[src/rtl/latch_strobe_tx.sv]
// Latch-interface source: presents each accepted word with setup, strobe and hold phases on le.
// Define LATCH_STROBE_B2B_EN to accept the next word in the final HOLD cycle (no IDLE gap).
module latch_strobe_tx #(
   parameter int WIDTH      = 8,
   parameter int SETUP_CYC  = 2,
   parameter int STROBE_CYC = 2,
   parameter int HOLD_CYC   = 1
) (
   input  logic             clk,
   input  logic             rst,
   input  logic             in_valid,
   output logic             in_ready,
   input  logic [WIDTH-1:0] in_data,
   output logic [WIDTH-1:0] dout,
   output logic             le,
   output logic             busy,
   output logic             done
);

   localparam int MAX_SS = (SETUP_CYC > STROBE_CYC) ? SETUP_CYC : STROBE_CYC;
   localparam int MAX_C  = (MAX_SS > HOLD_CYC) ? MAX_SS : HOLD_CYC;
   localparam int CW     = $clog2(MAX_C) + 1;

   localparam logic [CW-1:0] S_LAST = CW'(SETUP_CYC - 1);
   localparam logic [CW-1:0] T_LAST = CW'(STROBE_CYC - 1);
   localparam logic [CW-1:0] H_LAST = CW'(HOLD_CYC - 1);

   typedef enum logic [1:0] {IDLE, SETUP, STROBE, HOLD} state_t;

   state_t           state, state_n;
   logic [CW-1:0]    cnt, cnt_n;
   logic [WIDTH-1:0] dout_n;
   logic             le_n, done_n;
   logic             hold_last, accept;

   assign hold_last = (state == HOLD) && (cnt == H_LAST);

`ifdef LATCH_STROBE_B2B_EN
   assign in_ready = ((state == IDLE) || hold_last) && !rst;
`else
   assign in_ready = (state == IDLE) && !rst;
`endif

   assign accept = in_valid && in_ready;
   assign busy   = (state != IDLE);

   always_comb begin
      state_n = state;
      cnt_n   = cnt + 1'b1;
      dout_n  = dout;
      le_n    = le;
      case (state)
         IDLE: begin
            cnt_n = '0;
            if (accept) begin
               dout_n  = in_data;
               state_n = SETUP;
            end
         end
         SETUP: begin
            if (cnt == S_LAST) begin
               state_n = STROBE;
               cnt_n   = '0;
               le_n    = 1'b1;
            end
         end
         STROBE: begin
            if (cnt == T_LAST) begin
               state_n = HOLD;
               cnt_n   = '0;
               le_n    = 1'b0;
            end
         end
         HOLD: begin
            if (cnt == H_LAST) begin
               cnt_n = '0;
               if (accept) begin
                  dout_n  = in_data;
                  state_n = SETUP;
               end else begin
                  state_n = IDLE;
               end
            end
         end
         default: begin
            state_n = IDLE;
            cnt_n   = '0;
            le_n    = 1'b0;
         end
      endcase
      // done is registered, so it is raised on the edge that enters the final HOLD cycle
      done_n = (state_n == HOLD) && (cnt_n == H_LAST);
   end

   always_ff @(posedge clk) begin
      if (rst) begin
         state <= IDLE;
         cnt   <= '0;
         dout  <= '0;
         le    <= 1'b0;
         done  <= 1'b0;
      end else begin
         state <= state_n;
         cnt   <= cnt_n;
         dout  <= dout_n;
         le    <= le_n;
         done  <= done_n;
      end
   end

endmodule

[config.mk]
export PLATFORM = sky130hd
export DESIGN_NAME = latch_strobe_tx
export DESIGN_NICKNAME = d
export VERILOG_FILES = /design/src/rtl/latch_strobe_tx.sv
export SDC_FILE = /design/constraint.sdc
export NUM_CORES = 1
export LEC_CHECK = 0
export ABC_CLOCK_PERIOD_IN_PS = 3800
export BUFFER_PORTS_ARGS = -buffer_cell sky130_fd_sc_hd__buf_2
export CAP_MARGIN = 5
export CORE_MARGIN = 5
export CORE_UTILIZATION = 50
export CTS_CLUSTER_SIZE = 24
export DETAILED_ROUTE_END_ITERATION = 6
export PLACE_DENSITY = 0.76
export REMOVE_ABC_BUFFERS = 1
export SLEW_MARGIN = 5
export SYNTH_ARGS = -nofsm -noshare
export SYNTH_HDL_FRONTEND = slang
export SYNTH_SLANG_ARGS = --single-unit
[constraint.sdc]
create_clock -name clk -period 3.8 [get_ports clk]
set_input_delay 0.57 -clock clk [delete_from_list [all_inputs] [get_ports clk]]
set_output_delay 0.57 -clock clk [all_outputs]
set_load 0.005 [all_outputs]
Word-level counts from Yosys, hierarchy flattened
Cells that the tools add are included.
{"block": "classes", "n_addsub": 1, "eq_ne": 8, "n_reduce_logical": 13, "muxes": 15}
{"cell": "two-way mux 8 bit", "n": 2}
{"cell": "one-hot mux 8 bit (2 select lines)", "n": 1}
{"cell": "two-way mux 2 bit", "n": 6}
{"cell": "one-hot mux 2 bit (4 select lines)", "n": 1}
{"cell": "equality test 2 bit, second input constant", "n": 3}
{"cell": "logical NOT 2 bit", "n": 3}
{"cell": "one-hot mux 2 bit (3 select lines)", "n": 1}
{"cell": "nonzero test 2 bit", "n": 3}
{"cell": "equality test 2 x 1 -> 1 bit, second input constant", "n": 2}
{"cell": "!= test 2 bit, second input constant", "n": 2}
{"cell": "logical AND 1 bit", "n": 3}
{"cell": "two-way mux 1 bit", "n": 3}
{"cell": "AND reduction 3 bit", "n": 1}
{"cell": "adder 2 x 1 -> 2 bit, second input constant", "n": 1}
{"cell": "!= test 2 x 1 -> 1 bit, second input constant", "n": 1}
{"cell": "one-hot mux 1 bit (2 select lines)", "n": 1}
{"cell": "AND reduction 2 bit", "n": 1}
{"cell": "OR reduction 2 bit", "n": 1}
{"cell": "logical NOT 1 bit", "n": 1}
{"block": "totals", "ff_bits": 14, "out_inout_bits": 12, "in_bits": 11}

Longest topological paths before layout
Gate-level depths: netlist of run 1.
{"block": "depth", "depth_word": 8, "ltp_mapped": 7, "ltp_nobuf": 6}

Least setup slack after synthesis of run 1
OpenSTA, ideal clock, no wires.
{"block": "synth_timing", "path_type": "register to register", "startpoint": "register state[0]", "endpoint": "register done", "setup_ps": 128, "arrival_ps": 1425, "path_stages_with_launch": 8, "slack_ps": 2247, "n_path_buf": 1, "synth_period_minus_slack_ps": 1553, "cell_sequence": "dfxtp_1 > inv_1 > ha_1 > buf_6 > and3_1 > a211oi_1 > o32ai_2 > nor4b_4"}
{"block": "synth_via", "elab_chain_len": 8}
{"item": "start: declaration", "line_no": "30", "rtl": "state_t state, state_n;"}
{"item": "start signal: assignment", "line_no": "103", "rtl": "state <= state_n;"}
{"item": "logical NOT 2 bit", "line_no": "41, 52"}
{"item": "logical AND 1 bit", "line_no": "41", "rtl": "assign in_ready = (state == IDLE) && !rst;"}
{"item": "logical AND 1 bit", "line_no": "44", "rtl": "assign accept = in_valid && in_ready;"}
{"item": "two-way mux 1 bit", "line_no": "77", "rtl": "if (accept) begin"}
{"item": "two-way mux 2 bit", "line_no": "75", "rtl": "if (cnt == H_LAST) begin"}
{"item": "one-hot mux 2 bit (4 select lines)", "line_no": "52", "rtl": "case (state)"}
{"item": "equality test 2 bit", "line_no": "92", "rtl": "done_n = (state_n == HOLD) && (cnt_n == H_LAST);"}
{"item": "logical AND 1 bit *", "line_no": "92"}
{"item": "end signal: assignment", "line_no": "107", "rtl": "done <= done_n;"}
{"item": "end: declaration", "line_no": "17", "rtl": "output logic done"}
Mark *: on every way between the ends. The rest lies on a longest branch, timed or not.
A chain may end at the register's enable or synchronous reset.

Final worst setup path of run 1
{"block": "layout_timing", "startpoint": "register state[0]", "endpoint": "output in_ready"}
{"block": "layout_via", "elab_chain_len": 2}
{"item": "logical NOT 2 bit", "line_no": "41"}
{"item": "logical AND 1 bit", "line_no": "41"}
{"item": "end: declaration", "line_no": "12", "rtl": "output logic in_ready,"}
No other way between the ends.

==> results of run 1 <==
## power breakdown
| part | total, mW | internal (mW) | switching, mW |
|---|---|---|---|
| Combinational | 0.0619 | 0.0297 | 0.0322 |
| Sequential | 0.158 | 0.154 | 0.00462 |
| Clock | 0.110 | 0.0584 | 0.0512 |
| Total | 0.330 | 0.242 | 0.0880 |
## worst max-delay path, delay by kind of cell (launching register included)
family	cells	cell delay [ps]
adders and majority gates	1	240
DFF	1	410
buffers and inverters	2	230
and+or+nand+nor	1	170
## cell usage after synthesis, types with 2 or more instances
cell type / number / area, um^2
dfxtp_1: 14 / 280.3
nor2_1: 10 / 37.54
ha_1: 8 / 100.1
mux2i_1: 8 / 80.08
inv_1: 7 / 26.28
a211oi_1: 3 / 22.52
a21oi_1: 3 / 15.01
nand2_1: 3 / 11.26
and3_1: 2 / 12.51
nor3_1: 2 / 10.01
## cell families (layout without fill, tap and decap cells)
kind of cell / after synthesis / after routing / synth area share
AND/OR/NAND/NOR: 22 / 22 / 0.1667
flip-flops: 14 / 14 / 0.3849
AO/OA/AOI/OAI: 12 / 12 / 0.1289
buffers and inverters: 11 / 34 / 0.07216
adder cells (fa/ha/maj): 8 / 8 / 0.1375
multiplexers: 8 / 8 / 0.1100
## through the flow
step	instance area (um^2)	setup WS, ps
4_1_cts	870.8	1877
5_1_grt	870.8	1781
6_report	870.8	1879
3_3_place_gp	834.6	1994
2_1_floorplan	705.7	2241
3_5_place_dp	834.6	1959
## layout make-up
class	count	area (um^2)
timing repair buffer	22	110.1
inverter	8	30.03
fill	107	462.9
sequential	14	280.3
tap	15	18.77
multi-input combinational	50	395.4
clock buffer	4	36.28
## state kept, by name (all words and copies together) (netlist names)
register  flops
cnt           2
done          1
dout          8
le            1
state         2
## worst paths after layout
| kind | endpoint | slack (ps) | cells after the start |
|---|---|---|---|
| hold / removal | dout[5]$_SDFFE_PP0P_ | 490 | 2 |
| hold reg to reg | dout[5]$_SDFFE_PP0P_ | 490 | 2 |
| setup / recovery | in_ready | 1880 | 4 |
| setup reg to reg | dout[3]$_SDFFE_PP0P_ | 2060 | 6 |
## metal layers
metal	global-route usage	up-vias	routed length [um]	share of wire
met5	0	-	0	0
met4	0.09677	0	42	0.030
met3	0.03321	5	101	0.073
met2	0.2474	16	677	0.49
met1	0.1483	258	568	0.41
li1	-	304	-	-
==> results_dict.tcl, run 1 <==
set metrics [dict create \
    run_status "finished, final reports clean" \
    antenna_cells 0 \
    finalNonFillerCells 113 \
    power-per-cell-area_nw_per_um2 378.7 \
    fp.dieW_um 48.16 \
    seq_area_frac_synth 0.3849 \
    clkSinkCount 14 \
    timing.final.crit_period_ps 1921 \
    timing.final.hold_violations 0 \
    drc_errors 0 \
    antenna_violating_nets_post_route 0 \
    floorplan.initialDensity 0.5460 \
    synthCells 75 \
    worstPathMaxFanout 5 \
    final-setup-viol-count 0 \
    crit_path_top_delay_cell "dfxtp_1" \
    floorplan.io_pins 23 \
    hold_path.class "reg2reg" \
    clkTransAtPathRegs_ps 90 \
    post_synth.cell_area_avg_um2 9.709 \
    1st_pass_router_iterations 4 \
    viasPerCell 5.159 \
    synthesis.area_um2 728.2 \
    crit_chain "inv_1 > ha_1 > nor2b_2 > buf_2" \
    place.detailed.instances 109 \
    count_of_different_cell_masters_after_synthesis 25 \
    worst_path_largest_cell_delay_ps 410 \
    fin_hold_ws_ps 495.0 \
    overflow_left_after_global_routing 0 \
    grt_antenna_before_repair 0 \
    timing.critical_path.arrival_ps 1350 \
    tightest_slew_ps 439.6 \
    ys_async_sr_fraction 0 \
    avgRoutedWirePerCell_um 12.28 \
    synth-warning-count 0 \
    worstSetupEndpointType "output pin" \
    clock-root-buffer "clkbuf_4" \
    cellLeakagePower_nw 0.3984 \
    max_freq_mhz 520.5 \
    placement_rows 13 \
    worst_r2r_startpoint "state[0]$_SDFF_PP0_" \
    setup-tns-final_ps 0 \
    area_delta_synth_final_pct 19.59 \
    clock_tree.buffer_depth 2 \
    finalWirelength_mm 1.388 \
    place_congestion 0.7803 \
    power.ir.vdd_worst_mv 0.2129 \
    synth_ff_type "dfxtp_1" \
    cts.htree.levels 1 \
    post_cts_setup_buffer_count 0 \
    core_area_um2 1334 \
    setup.worst_path.class "reg2out" \
    grt_max_degree 16 \
    dp_hpwl_mm 1.090 \
    post_cts_resized 0 \
    die_h_um 48.16 \
    finalClockSkew_ps 3.754 \
    cp.required_ps 3230 \
    total_power_mw 0.3298 \
    timing.max_cap.violations 0 \
    cts_buffers 3 \
    design.die.area_um2 2319 \
    hp-start "dout[5]$_SDFFE_PP0P_" \
    port_buffers 22 \
    synth_edf_count 0 \
    global_route.usage.total 0.1418 \
    rsz0062_at_grt "no" \
    layout_commonest_cell "buf_2" \
    layout_common_cells "22 x buf_2, 14 x dfxtp_1, 10 x nor2_1, 8 x mux2i_1, 8 x ha_1" \
    dr_total_vias 583 \
    final_util 0.6529 \
    grt_pass1_wl_mm 2.214 \
    start_kind "flip-flop" \
    postSynthRegisterBits 14 \
    finalCritPeriodShare 0.5055 \
    cts_hold_buf 0 \
    worst_slew_margin_rel 0.7069 \
    final_nets 118 \
    cts_tree "built" \
    grt_pass1_vias 563 \
    crit_start "state[0]$_SDFF_PP0_" \
    post_route_cells_drive_above_1_share 0.3061 \
    number_of_violations_reported_at_the_end_of_detailed_routing_iteration_0 19 \
    drv_slew 0 \
    worst_skew_pair.late_latency_ps 290 \
]
Note: power is estimated with default switching activity, not from simulation.
==> run 2: changes to the inputs <==
- ABC_CLOCK_PERIOD_IN_PS: 3800 -> 1900
- CORE_UTILIZATION: 50 -> 48
- PLACE_DENSITY: 0.76 -> 0.73
- clock period: 3.8 -> 1.9 ns (I/O delays scaled with it)
==> run 2 against run 1 <==
Effect of this change:
- critical path depth is 2 higher
- count of clock-buffer cells in the layout is 1 lower
- setup slack worse by 1700 ps
- worst hold slack worse by 250 ps
- die area up 3.3%
- sequential share of layout area rose by 0.42 points
- register-to-register slack worse by 1900 ps
- power is 82% higher
- via count unchanged
- critical path type is now reg2reg
- largest cell class unchanged
- largest power group unchanged
- highest routed layer is now met3
==> results_dict.tcl, run 2 (synthesis results as in run 1) <==
set metrics [dict create \
    run_status "finished, final reports clean" \
    area_delta_synth_final_pct 18.04 \
    power.ir.vdd_worst_mv 0.6042 \
    placement_rows 14 \
    fin_hold_ws_ps 248.6 \
    dpl_cell_area_um2 835.8 \
    timing.final.hold_violations 0 \
    antenna_violating_nets_post_route 0 \
    cts_tree "built" \
    timing.final.crit_period_ps 1707 \
    final_util 0.5842 \
    r2r.worst_path.cells 6 \
    layout_common_cells "22 x buf_2, 14 x dfxtp_1, 10 x nor2_1, 8 x mux2i_1, 8 x ha_1" \
    worst_path_largest_cell_delay_ps 410 \
    clock_tree.buffer_depth 2 \
    core_area_um2 1471 \
    timing.max_cap.violations 0 \
    port_buffers 22 \
    finalWirelength_mm 1.449 \
    fin_area_um2 859.6 \
    min_path_cells 3 \
    detailedPlace.worstSlack_ps 147.9 \
    worstSetupEndpointType "flip-flop" \
    clkSinkCount 14 \
    1st_pass_router_iterations 4 \
    power-per-cell-area_nw_per_um2 699.6 \
    clkTransAtPathRegs_ps 80 \
    tightest_slew_ps 294.7 \
    grt_pass1_vias 620 \
    dp_hpwl_mm 1.140 \
    finalClockSkew_ps 3.633 \
    largest_reg_flops 8 \
    worstPathMaxFanout 9 \
    die_h_um 48.95 \
    worst_slew_margin_rel 0.8035 \
    hold_path.class "in2reg" \
    final.setup.worst_slack_ps 193.0 \
    place_congestion 0.7556 \
    floorplan.io_pins 23 \
    final_nets 118 \
    max_freq_mhz 585.8 \
    global_route.usage.total 0.1371 \
    finalCritPeriodShare 0.8984 \
    grt_antenna_before_repair 0 \
    grt_max_degree 16 \
    timing.critical_path.arrival_ps 1860 \
    cp.required_ps 2050 \
    design.die.area_um2 2396 \
    viasPerCell 5.159 \
    cts.htree.levels 1 \
    clock-root-buffer "clkbuf_4" \
    start_kind "flip-flop" \
    cts_buffers 3 \
    crit_cells 6 \
    cts_hold_buf 0 \
    r2r_setup_slack_ps 190 \
    crit_path_top_delay_cell "dfxtp_1" \
    fp.dieW_um 48.95 \
    post_route_cells_drive_above_1_share 0.3093 \
    dr_total_vias 583 \
    top_regs "dout (8), cnt (2), state (2)" \
    avgRoutedWirePerCell_um 12.82 \
    cellLeakagePower_nw 0.3908 \
    floorplan.initialDensity 0.4949 \
    worst_skew_pair.late_latency_ps 270 \
    overflow_left_after_global_routing 0 \
    setup-tns-final_ps 0 \
    largest_register "dout" \
    final-setup-viol-count 0 \
    layout_commonest_cell "buf_2" \
    critical-path-top-delay-family "compound AO/OA/AOI/OAI gates" \
    number_of_violations_reported_at_the_end_of_detailed_routing_iteration_0 5 \
    setup.worst_path.class "reg2reg" \
    antenna_cells 0 \
    drc_errors 0 \
    crit_chain "inv_1 > ha_1 > and3_1 > a211oi_1 > o32ai_2 > nor4b_4" \
    crit_buf_inv 1 \
    drv_slew 0 \
    grt_pass1_wl_mm 2.691 \
    rsz0062_at_grt "no" \
    post_cts_setup_buffer_count 0 \
]
## run 2: metal layers
metal / GRT usage / vias up / wire, um
met5: 0 / - / 0
met4: 0.05381 / 0 / 0
li1: - / 305 / -
met1: 0.1580 / 265 / 635
met3: 0.05199 / 0 / 81
met2: 0.2261 / 13 / 732
## run 2: final timing paths
check	start	to
worst max-delay path	state[0]$_SDFF_PP0_	done$_SDFF_PP0_
worst min-delay path	in_data[0]	dout[0]$_SDFFE_PP0P_
worst max register to register	state[0]$_SDFF_PP0_	done$_SDFF_PP0_
worst min register to register	dout[2]$_SDFFE_PP0P_	dout[2]$_SDFFE_PP0P_
## run 2: what timing repair did
item                                    4_1_cts  5_1_grt
hold endpoints to repair                      0        0
endpoints found under the setup margin        0        5
gates resized for setup                       0        1
## run 2: worst register-to-register path, cell delays in order (launching register included)
cell	delay (ps)
dfxtp_1	410
inv_1	110
ha_1	320
and3_1	210
a211oi_1	270
o32ai_2	140
nor4b_4	140
## run 2: report_power, final
part	switching, mW	internal [mW]	leakage [nW]
registers	0.00948	0.307	0.114
clock network	0.0863	0.0733	0.0138
logic	0.0652	0.0598	0.263
total	0.161	0.440	0.391
## run 2: metrics by stage
step	power (mW)	cells
after CTS	0.6091	113
after floorplan	0.4031	72
final	0.6013	113
after detailed placement	0.4494	110
after global placement	0.4459	110
after global routing	0.6440	113
## run 2: final cells by class
cell class,instances,area (um^2)
Sequential cell,14,280.3
Tap cell,16,20.02
Inverter,8,30.03
Timing Repair Buffer,22,110.1
Multi-Input combinational cell,50,396.6
Fill cell,140,611.8
Clock buffer,3,22.52
